**src/rtl/seq_bin_to_bcd_if.sv**
```systemverilog
// ---------------------------------------------------------------------------
// seq_bin_to_bcd_if
//   Handshake and data bundle between a requester and the sequential
//   binary-to-BCD converter.
//
//   Parameters
//     BIN_W   : binary input width
//     DIGITS  : number of BCD digits (result width 4*DIGITS)
//
//   Signals
//     start    : requester -> converter, request a conversion of bin_in
//     bin_in   : requester -> converter, value sampled when start is accepted
//     busy     : converter -> requester, high while shifting
//     done     : converter -> requester, one-cycle result-valid pulse
//     bcd_out  : converter -> requester, packed BCD, digit 0 in [3:0]
//     sign_out : converter -> requester, result is negative
//     overflow : converter -> requester, value did not fit in DIGITS digits
//
//   Modports
//     master : the requester side
//     slave  : the converter side
// ---------------------------------------------------------------------------
interface seq_bin_to_bcd_if #(
    parameter int BIN_W  = 16,
    parameter int DIGITS = 5
) ();
    logic                  start;
    logic [BIN_W-1:0]      bin_in;
    logic                  busy;
    logic                  done;
    logic [4*DIGITS-1:0]   bcd_out;
    logic                  sign_out;
    logic                  overflow;

    modport master (
        output start,
        output bin_in,
        input  busy,
        input  done,
        input  bcd_out,
        input  sign_out,
        input  overflow
    );

    modport slave (
        input  start,
        input  bin_in,
        output busy,
        output done,
        output bcd_out,
        output sign_out,
        output overflow
    );
endinterface

```
**src/rtl/seq_bin_to_bcd.sv**
```systemverilog
// ---------------------------------------------------------------------------
// seq_bin_to_bcd
//   Multi-cycle binary-to-BCD converter (shift-and-add-3 / double dabble),
//   one input bit per clock. A conversion accepted on edge E0 shifts on
//   edges E1..E_BIN_W and presents its result with a one-cycle done pulse
//   after E_BIN_W. Results are held in an output register that only
//   changes when a conversion completes, so partial values never appear.
//
//   Optional feature macro: SIGNED_INPUT_EN
//     defined   : bin_in is two's complement; its magnitude is converted
//                 and sign_out reports the sign.
//     undefined : bin_in is unsigned, sign_out is tied low and no
//                 negation logic exists.
//
//   Parameters
//     BIN_W  (>= 2) : input width
//     DIGITS        : BCD digits produced
//
//   Ports
//     clk    : rising-edge clock
//     rst_n  : asynchronous active-low reset
//     bus    : seq_bin_to_bcd_if.slave
//              (start, bin_in in; busy, done, bcd_out, sign_out,
//               overflow out)
// ---------------------------------------------------------------------------
module seq_bin_to_bcd #(
    parameter int BIN_W  = 16,
    parameter int DIGITS = 5
) (
    input  logic              clk,
    input  logic              rst_n,
    seq_bin_to_bcd_if.slave   bus
);

    localparam int ACC_W = 4 * DIGITS;
    localparam int CNT_W = $clog2(BIN_W + 1);

    typedef enum logic [1:0] {
        IDLE  = 2'd0,
        SHIFT = 2'd1,
        DONE  = 2'd2
    } state_t;

    state_t             state;
    logic [BIN_W-1:0]   shreg;
    logic [ACC_W-1:0]   acc;
    logic [CNT_W-1:0]   cnt;
    logic               ovf_acc;
    logic               sign_lat;

    logic               busy;
    logic               done;
    logic [ACC_W-1:0]   bcd_out;
    logic               sign_out;
    logic               overflow;

    logic [BIN_W-1:0]   mag_in;
    logic               sign_in;
    logic [ACC_W-1:0]   acc_adj;

    // Each digit >= 5 gets +3 before the shift so that the doubling carries
    // correctly into the next decimal digit. Digits are independent 4-bit
    // adds; a corrected digit never exceeds 4'hC, so nothing spills over.
    function automatic logic [ACC_W-1:0] add3_digits(input logic [ACC_W-1:0] acc_in);
        logic [ACC_W-1:0] res;
        res = acc_in;
        for (int d = 0; d < DIGITS; d++) begin
            if (acc_in[4*d +: 4] >= 4'd5) begin
                res[4*d +: 4] = acc_in[4*d +: 4] + 4'd3;
            end
        end
        return res;
    endfunction

`ifdef SIGNED_INPUT_EN
    // Negation is done in BIN_W-bit unsigned arithmetic, so the most
    // negative input maps onto its own bit pattern, which read unsigned is
    // exactly its magnitude 2^(BIN_W-1).
    assign sign_in = bus.bin_in[BIN_W-1];
    assign mag_in  = sign_in ? (BIN_W'(0) - bus.bin_in) : bus.bin_in;
`else
    assign sign_in = 1'b0;
    assign mag_in  = bus.bin_in;
`endif

    assign acc_adj = add3_digits(acc);

    always_ff @(posedge clk or negedge rst_n) begin
        if (!rst_n) begin
            state    <= IDLE;
            shreg    <= '0;
            acc      <= '0;
            cnt      <= '0;
            ovf_acc  <= 1'b0;
            sign_lat <= 1'b0;
            busy     <= 1'b0;
            done     <= 1'b0;
            bcd_out  <= '0;
            sign_out <= 1'b0;
            overflow <= 1'b0;
        end else begin
            done <= 1'b0;
            case (state)
                IDLE, DONE: begin
                    if (bus.start) begin
                        shreg    <= mag_in;
                        sign_lat <= sign_in;
                        acc      <= '0;
                        ovf_acc  <= 1'b0;
                        cnt      <= CNT_W'(BIN_W);
                        busy     <= 1'b1;
                        state    <= SHIFT;
                    end else begin
                        busy  <= 1'b0;
                        state <= IDLE;
                    end
                end

                SHIFT: begin
                    // The top bit of the corrected accumulator leaves the
                    // register here; a 1 means the value needs more digits.
                    {acc, shreg} <= {acc_adj[ACC_W-2:0], shreg, 1'b0};
                    ovf_acc      <= ovf_acc | acc_adj[ACC_W-1];
                    cnt          <= cnt - CNT_W'(1);
                    if (cnt == CNT_W'(1)) begin
                        // Last shift: publish the post-shift accumulator.
                        bcd_out  <= {acc_adj[ACC_W-2:0], shreg[BIN_W-1]};
                        overflow <= ovf_acc | acc_adj[ACC_W-1];
                        sign_out <= sign_lat;
                        busy     <= 1'b0;
                        done     <= 1'b1;
                        state    <= DONE;
                    end
                end

                default: begin
                    busy  <= 1'b0;
                    state <= IDLE;
                end
            endcase
        end
    end

    assign bus.busy     = busy;
    assign bus.done     = done;
    assign bus.bcd_out  = bcd_out;
    assign bus.sign_out = sign_out;
    assign bus.overflow = overflow;

endmodule

```
**src/flat_wrapper.sv**
```systemverilog
// flat-port wrapper written by rule: the top's interface ports become plain ports
module seq_bin_to_bcd_flat 
#(
    parameter int BIN_W  = 16,
    parameter int DIGITS = 5
)
  (clk, rst_n, bus_start, bus_bin_in, bus_busy, bus_done, bus_bcd_out, bus_sign_out, bus_overflow);
  seq_bin_to_bcd_if #(.BIN_W(BIN_W), .DIGITS(DIGITS)) bus_i ();
  input  logic clk;
  input  logic rst_n;
  input wire logic [$bits(bus_i.start)-1:0] bus_start;
  input wire logic [$bits(bus_i.bin_in)-1:0] bus_bin_in;
  output wire logic [$bits(bus_i.busy)-1:0] bus_busy;
  output wire logic [$bits(bus_i.done)-1:0] bus_done;
  output wire logic [$bits(bus_i.bcd_out)-1:0] bus_bcd_out;
  output wire logic [$bits(bus_i.sign_out)-1:0] bus_sign_out;
  output wire logic [$bits(bus_i.overflow)-1:0] bus_overflow;
  assign bus_i.start = bus_start;
  assign bus_i.bin_in = bus_bin_in;
  assign bus_busy = bus_i.busy;
  assign bus_done = bus_i.done;
  assign bus_bcd_out = bus_i.bcd_out;
  assign bus_sign_out = bus_i.sign_out;
  assign bus_overflow = bus_i.overflow;
  seq_bin_to_bcd #(.BIN_W(BIN_W), .DIGITS(DIGITS)) u_core (.clk(clk), .rst_n(rst_n), .bus(bus_i));
endmodule
```
**config.mk**
```make
export PLATFORM = sky130hd
export DESIGN_NAME = seq_bin_to_bcd_flat
export DESIGN_NICKNAME = d
export VERILOG_FILES = /design/src/rtl/seq_bin_to_bcd_if.sv /design/src/rtl/seq_bin_to_bcd.sv /design/src/flat_wrapper.sv
export SDC_FILE = /design/constraint.sdc
export NUM_CORES = 1
export LEC_CHECK = 0
export CAP_MARGIN = 0
export CORE_MARGIN = 10
export CORE_UTILIZATION = 30
export DETAILED_ROUTE_END_ITERATION = 16
export GPL_TIMING_DRIVEN = 1
export PLACE_DENSITY = 0.52
export SYNTH_ARGS = -nofsm -noshare
export SYNTH_HDL_FRONTEND = slang
export SYNTH_SLANG_ARGS = --single-unit
```
**constraint.sdc**
```tcl
create_clock -name clk -period 2 [get_ports clk]
set_input_delay 0.4 -clock clk [delete_from_list [all_inputs] [get_ports clk]]
set_output_delay 0.4 -clock clk [all_outputs]
set_load 0.03 [all_outputs]
```
==> metrics.txt <==
# TYPE chip_impl_metric gauge
chip_impl_metric{name="clock_skew",unit="ns"} 0.00956
chip_impl_metric{name="comb_power_share",unit="%"} 46.6
chip_impl_metric{name="final-instance-count-excl-fill",unit=""} 481
chip_impl_metric{name="antenna_found_initial",unit=""} 0
chip_impl_metric{name="power_per_cell_area",unit="mW/mm^2"} 1710
chip_impl_info{name="path_class",value="reg2out"} 1
chip_impl_metric{name="final_max_slew_viol_count",unit=""} 0
chip_impl_info{name="outcome",value="complete, no violations"} 1
chip_impl_metric{name="r2r_cells",unit=""} 6
chip_impl_info{name="cts_tree",value="done"} 1
chip_impl_metric{name="fin_total_pwr",unit="mW"} 6.59
chip_impl_metric{name="floorplan.initialDensity",unit="%"} 30.4
chip_impl_metric{name="arrival",unit="ns"} 1.41
chip_impl_info{name="cp_cell_sequence",value="clkdlybuf4s50_1"} 1
chip_impl_metric{name="syn_to_final_growth",unit="%"} 23.6
chip_impl_metric{name="number_of_h_tree_levels",unit=""} 3
chip_impl_metric{name="die_height",unit="um"} 122
chip_impl_metric{name="placed_cells_incl_taps",unit=""} 466
chip_impl_info{name="timing.hold.worst.class",value="in2async"} 1
chip_impl_metric{name="synth_cell_type_count",unit=""} 30
chip_impl_metric{name="clock_tree_buf_depth",unit=""} 2
chip_impl_metric{name="final_nets",unit=""} 372
chip_impl_info{name="critical_path.reg2reg.startpoint",value="u_core.acc[16]"} 1
chip_impl_metric{name="buffer_ports.inserted",unit=""} 41
chip_impl_metric{name="timing.final.crit_period",unit="ns"} 1.81
chip_impl_metric{name="total_switching_power",unit="mW"} 2.68
chip_impl_metric{name="fin_setup_tns",unit="ns"} 0
chip_impl_metric{name="cts.sink_count",unit=""} 67
chip_impl_metric{name="final_hold_viol_count",unit=""} 0
chip_impl_metric{name="share_clk_of_total_power",unit="%"} 16.0
chip_impl_metric{name="clk_pin_slew_worst_paths",unit="ns"} 0.07
chip_impl_metric{name="grt_pass1_wl",unit="um"} 11300
chip_impl_metric{name="postCtsSetupRepairBufs",unit=""} 0
chip_impl_metric{name="post_drt_wl_per_cell",unit="um"} 13.7
chip_impl_metric{name="synth_area_per_cell",unit="sq um"} 10.4
chip_impl_metric{name="seq_area_frac_synth",unit="%"} 53.9
chip_impl_info{name="critical-path-top-delay-family",value="buffers and inverters"} 1
chip_impl_metric{name="gp_routability_congestion",unit=""} 0.774
chip_impl_metric{name="cts_resized",unit=""} 0
chip_impl_metric{name="ios",unit=""} 43
chip_impl_metric{name="grt_util_all_layers",unit="%"} 9.48
chip_impl_metric{name="setup_viol",unit=""} 0
chip_impl_metric{name="die_area",unit="sq mm"} 0.0149
chip_impl_info{name="rsz_0062_raised_after_global_routing",value="false"} 1
chip_impl_metric{name="postSynthCellCount",unit=""} 298
chip_impl_metric{name="pre_cts_setup_slack",unit="ns"} 0.291
chip_impl_metric{name="sequentialPowerShare",unit="%"} 37.3
chip_impl_metric{name="critPathRequiredTime",unit="ns"} 1.60
chip_impl_metric{name="crit_path_max_fanout",unit=""} 2
chip_impl_metric{name="post-route-drc-count",unit=""} 0
chip_impl_metric{name="overflow",unit=""} 0
chip_impl_metric{name="cts_bufs_inserted",unit=""} 9
chip_impl_metric{name="final.setup.worst_slack",unit="ns"} 0.192
chip_impl_metric{name="final.period_utilization",unit="%"} 90.4
chip_impl_metric{name="fraction_of_layout_cells_with_a_size_suffix_above_1",unit="%"} 8.70
chip_impl_info{name="clk_root_buffer_cell",value="sky130_fd_sc_hd__clkbuf_8"} 1
chip_impl_metric{name="pin_count_of_the_biggest_net_entering_global_routing",unit=""} 68
chip_impl_metric{name="final_antenna_net_count",unit=""} 0
chip_impl_metric{name="synth_seq_cells",unit=""} 67
chip_impl_metric{name="synth.yosys.warnings",unit=""} 0
chip_impl_metric{name="critPathBufInv",unit=""} 1
chip_impl_metric{name="antenna_cells_inserted",unit=""} 0
chip_impl_info{name="slowest_stage",value="sky130_fd_sc_hd__clkdlybuf4s50_1"} 1
chip_impl_metric{name="cap_violations",unit=""} 0
chip_impl_metric{name="dp_hpwl",unit="um"} 4440
chip_impl_metric{name="detail_route.iter0.violations",unit=""} 68
chip_impl_metric{name="placementRows",unit=""} 37
chip_impl_metric{name="cts_hold_repair.buffers",unit=""} 0
chip_impl_metric{name="synthesized_cell_area",unit="sq mm"} 0.00311
chip_impl_metric{name="leakage_component_of_the_power",unit="nW"} 1.74
chip_impl_metric{name="chipWidth",unit="um"} 122
chip_impl_metric{name="fmax",unit="MHz"} 553
chip_impl_metric{name="avgViaCountPerCell",unit=""} 4.65
chip_impl_metric{name="firstDrtPassIters",unit=""} 4
chip_impl_metric{name="r2r_setup_slack",unit="ns"} 0.33
chip_impl_metric{name="worstSkewPairLatency",unit="ns"} 0.34
chip_impl_metric{name="power.switching_fraction",unit="%"} 40.6
chip_impl_metric{name="cell_internal_pwr",unit="mW"} 3.91
chip_impl_info{name="worstReg2RegEnd",value="u_core.bus.bcd_out[18]"} 1
chip_impl_metric{name="total_length_of_routed_wires",unit="um"} 6590
chip_impl_metric{name="route.vias.total",unit=""} 2236
chip_impl_metric{name="worst_voltage_drop_across_the_vdd_grid",unit="uV"} 586
chip_impl_metric{name="synth_nets",unit=""} 329
chip_impl_metric{name="grt_pass1_vias",unit=""} 2338
chip_impl_info{name="cp-end-kind",value="primary output"} 1
chip_impl_metric{name="placeableCoreArea",unit="sq mm"} 0.0102
chip_impl_metric{name="critical-path-max-stage-delay",unit="ns"} 0.69
chip_impl_info{name="setup.worst_path.start_class",value="flop"} 1
worst max path at each step:
stage,start,endpoint,cells past startpoint
floorplan,u_core.cnt[1],u_core.bus.bcd_out[10],7
global placement,bus_start,u_core.acc[3],6
detailed placement,bus_start,u_core.acc[3],6
CTS,u_core.bus.bcd_out[3],bus_bcd_out[3],1
global route,u_core.bus.bcd_out[3],bus_bcd_out[3],1
finish,u_core.bus.bcd_out[3],bus_bcd_out[3],1
cells by family (layout without fill, tap and decap cells):
kind of cell	Yosys count	in the layout	share of synthesized area (%)
compound gates	73	73	14.5
other cells	1	1	0.120
fa+ha+maj	12	12	4.82
mux	16	16	5.91
buf+inv	30	77	4.78
simple gates	94	94	14.6
xor+xnor	5	5	1.41
flops	67	67	53.9
per-layer routing:
metal  share of wire [%]  vias up  wire length [um]  GRT usage, %
met2                  46       45              3050          14.7
met1                  47     1074              3080          11.7
met4                 1.2        0                82          4.69
met3                 5.8        6               380          2.82
met5                   0        -                 0             0
li1                    -     1111                 -             -
cell usage in the layout, fill, tap and decap left out, drive strengths merged, types with 5 or more instances in the layout:
| master | n |
|---|---|
| a21oi | 16 |
| a22o | 12 |
| a22oi | 15 |
| buf | 7 |
| clkbuf | 12 |
| clkdlybuf4s50 | 40 |
| dfrtp | 67 |
| ha | 12 |
| inv | 15 |
| mux2 | 10 |
| mux2i | 6 |
| nand2 | 56 |
| nand2b | 7 |
| nand3 | 7 |
| nor3 | 6 |
| nor3b | 10 |
| o21ai | 29 |
| xnor2 | 5 |
layout make-up:
| class | instances | area [sq um] |
|---|---|---|
| clock inverters | 3 | 40.0 |
| repair buffers | 47 | 475 |
| clock buffers | 12 | 135 |
| fillers | 1009 | 6380 |
| flip-flops and latches | 67 | 1680 |
| inverters | 15 | 58.8 |
| multi-input cells | 201 | 1290 |
| well taps | 136 | 170 |
power groups by stage:
stage	Sequential, mW	Clock (mW)	Combinational, mW
after floorplan	2.78	0	1.80
after global placement	2.47	0	3.07
after detailed placement	2.48	0	3.15
after CTS	2.46	1.09	3.15
after global routing	2.56	1.16	3.47
final	2.46	1.06	3.07
state kept, by name, indices dropped and copies added (netlist names):
register and flops:
u_core.shreg 16, u_core.bus.done 1, u_core.acc 20, u_core.cnt 5, u_core.ovf_acc 1, u_core.bus.overflow 1
u_core.bus.bcd_out 20, u_core.bus.busy 1, u_core.state 2
metrics by stage:
step / hold WS (ns) / utilization, % / area [sq um]
floorplan: 0.104 / - / 3110
global placement: 0.450 / 35.9 / 3670
detailed placement: 0.455 / 35.9 / 3670
CTS: 0.0775 / 37.6 / 3850
global route: 0.0966 / 37.6 / 3850
finish: 0.0653 / 37.6 / 3850
synthesized netlist by cell type:
cell type,n,share of area [%]
sky130_fd_sc_hd__mux2_4,3,1.4
sky130_fd_sc_hd__or4_1,1,0.24
sky130_fd_sc_hd__nand3_1,7,1.1
sky130_fd_sc_hd__inv_1,14,1.7
sky130_fd_sc_hd__inv_4,1,0.20
sky130_fd_sc_hd__o21ai_1,3,0.48
sky130_fd_sc_hd__a22oi_1,15,3.6
sky130_fd_sc_hd__nor3b_1,10,2.4
sky130_fd_sc_hd__mux2_1,4,1.4
sky130_fd_sc_hd__a22o_1,12,3.4
sky130_fd_sc_hd__nor3_1,6,0.96
sky130_fd_sc_hd__xnor2_1,5,1.4
sky130_fd_sc_hd__mux2_2,3,1.1
sky130_fd_sc_hd__mux2i_1,6,1.9
sky130_fd_sc_hd__o21ai_0,26,4.2
sky130_fd_sc_hd__nand2_2,1,0.20
sky130_fd_sc_hd__conb_1,1,0.12
sky130_fd_sc_hd__nor2_1,4,0.48
sky130_fd_sc_hd__buf_12,1,0.64
sky130_fd_sc_hd__nand2b_1,7,1.4
sky130_fd_sc_hd__o31ai_1,1,0.24
sky130_fd_sc_hd__nor4b_4,1,0.76
sky130_fd_sc_hd__buf_2,5,0.80
sky130_fd_sc_hd__buf_4,3,0.72
sky130_fd_sc_hd__ha_1,12,4.8
sky130_fd_sc_hd__dfrtp_1,67,54
sky130_fd_sc_hd__clkbuf_1,6,0.72
sky130_fd_sc_hd__nor2b_1,2,0.40
sky130_fd_sc_hd__nand2_1,55,6.6
sky130_fd_sc_hd__a21oi_1,16,2.6
Power figures use the tool's default switching activity.
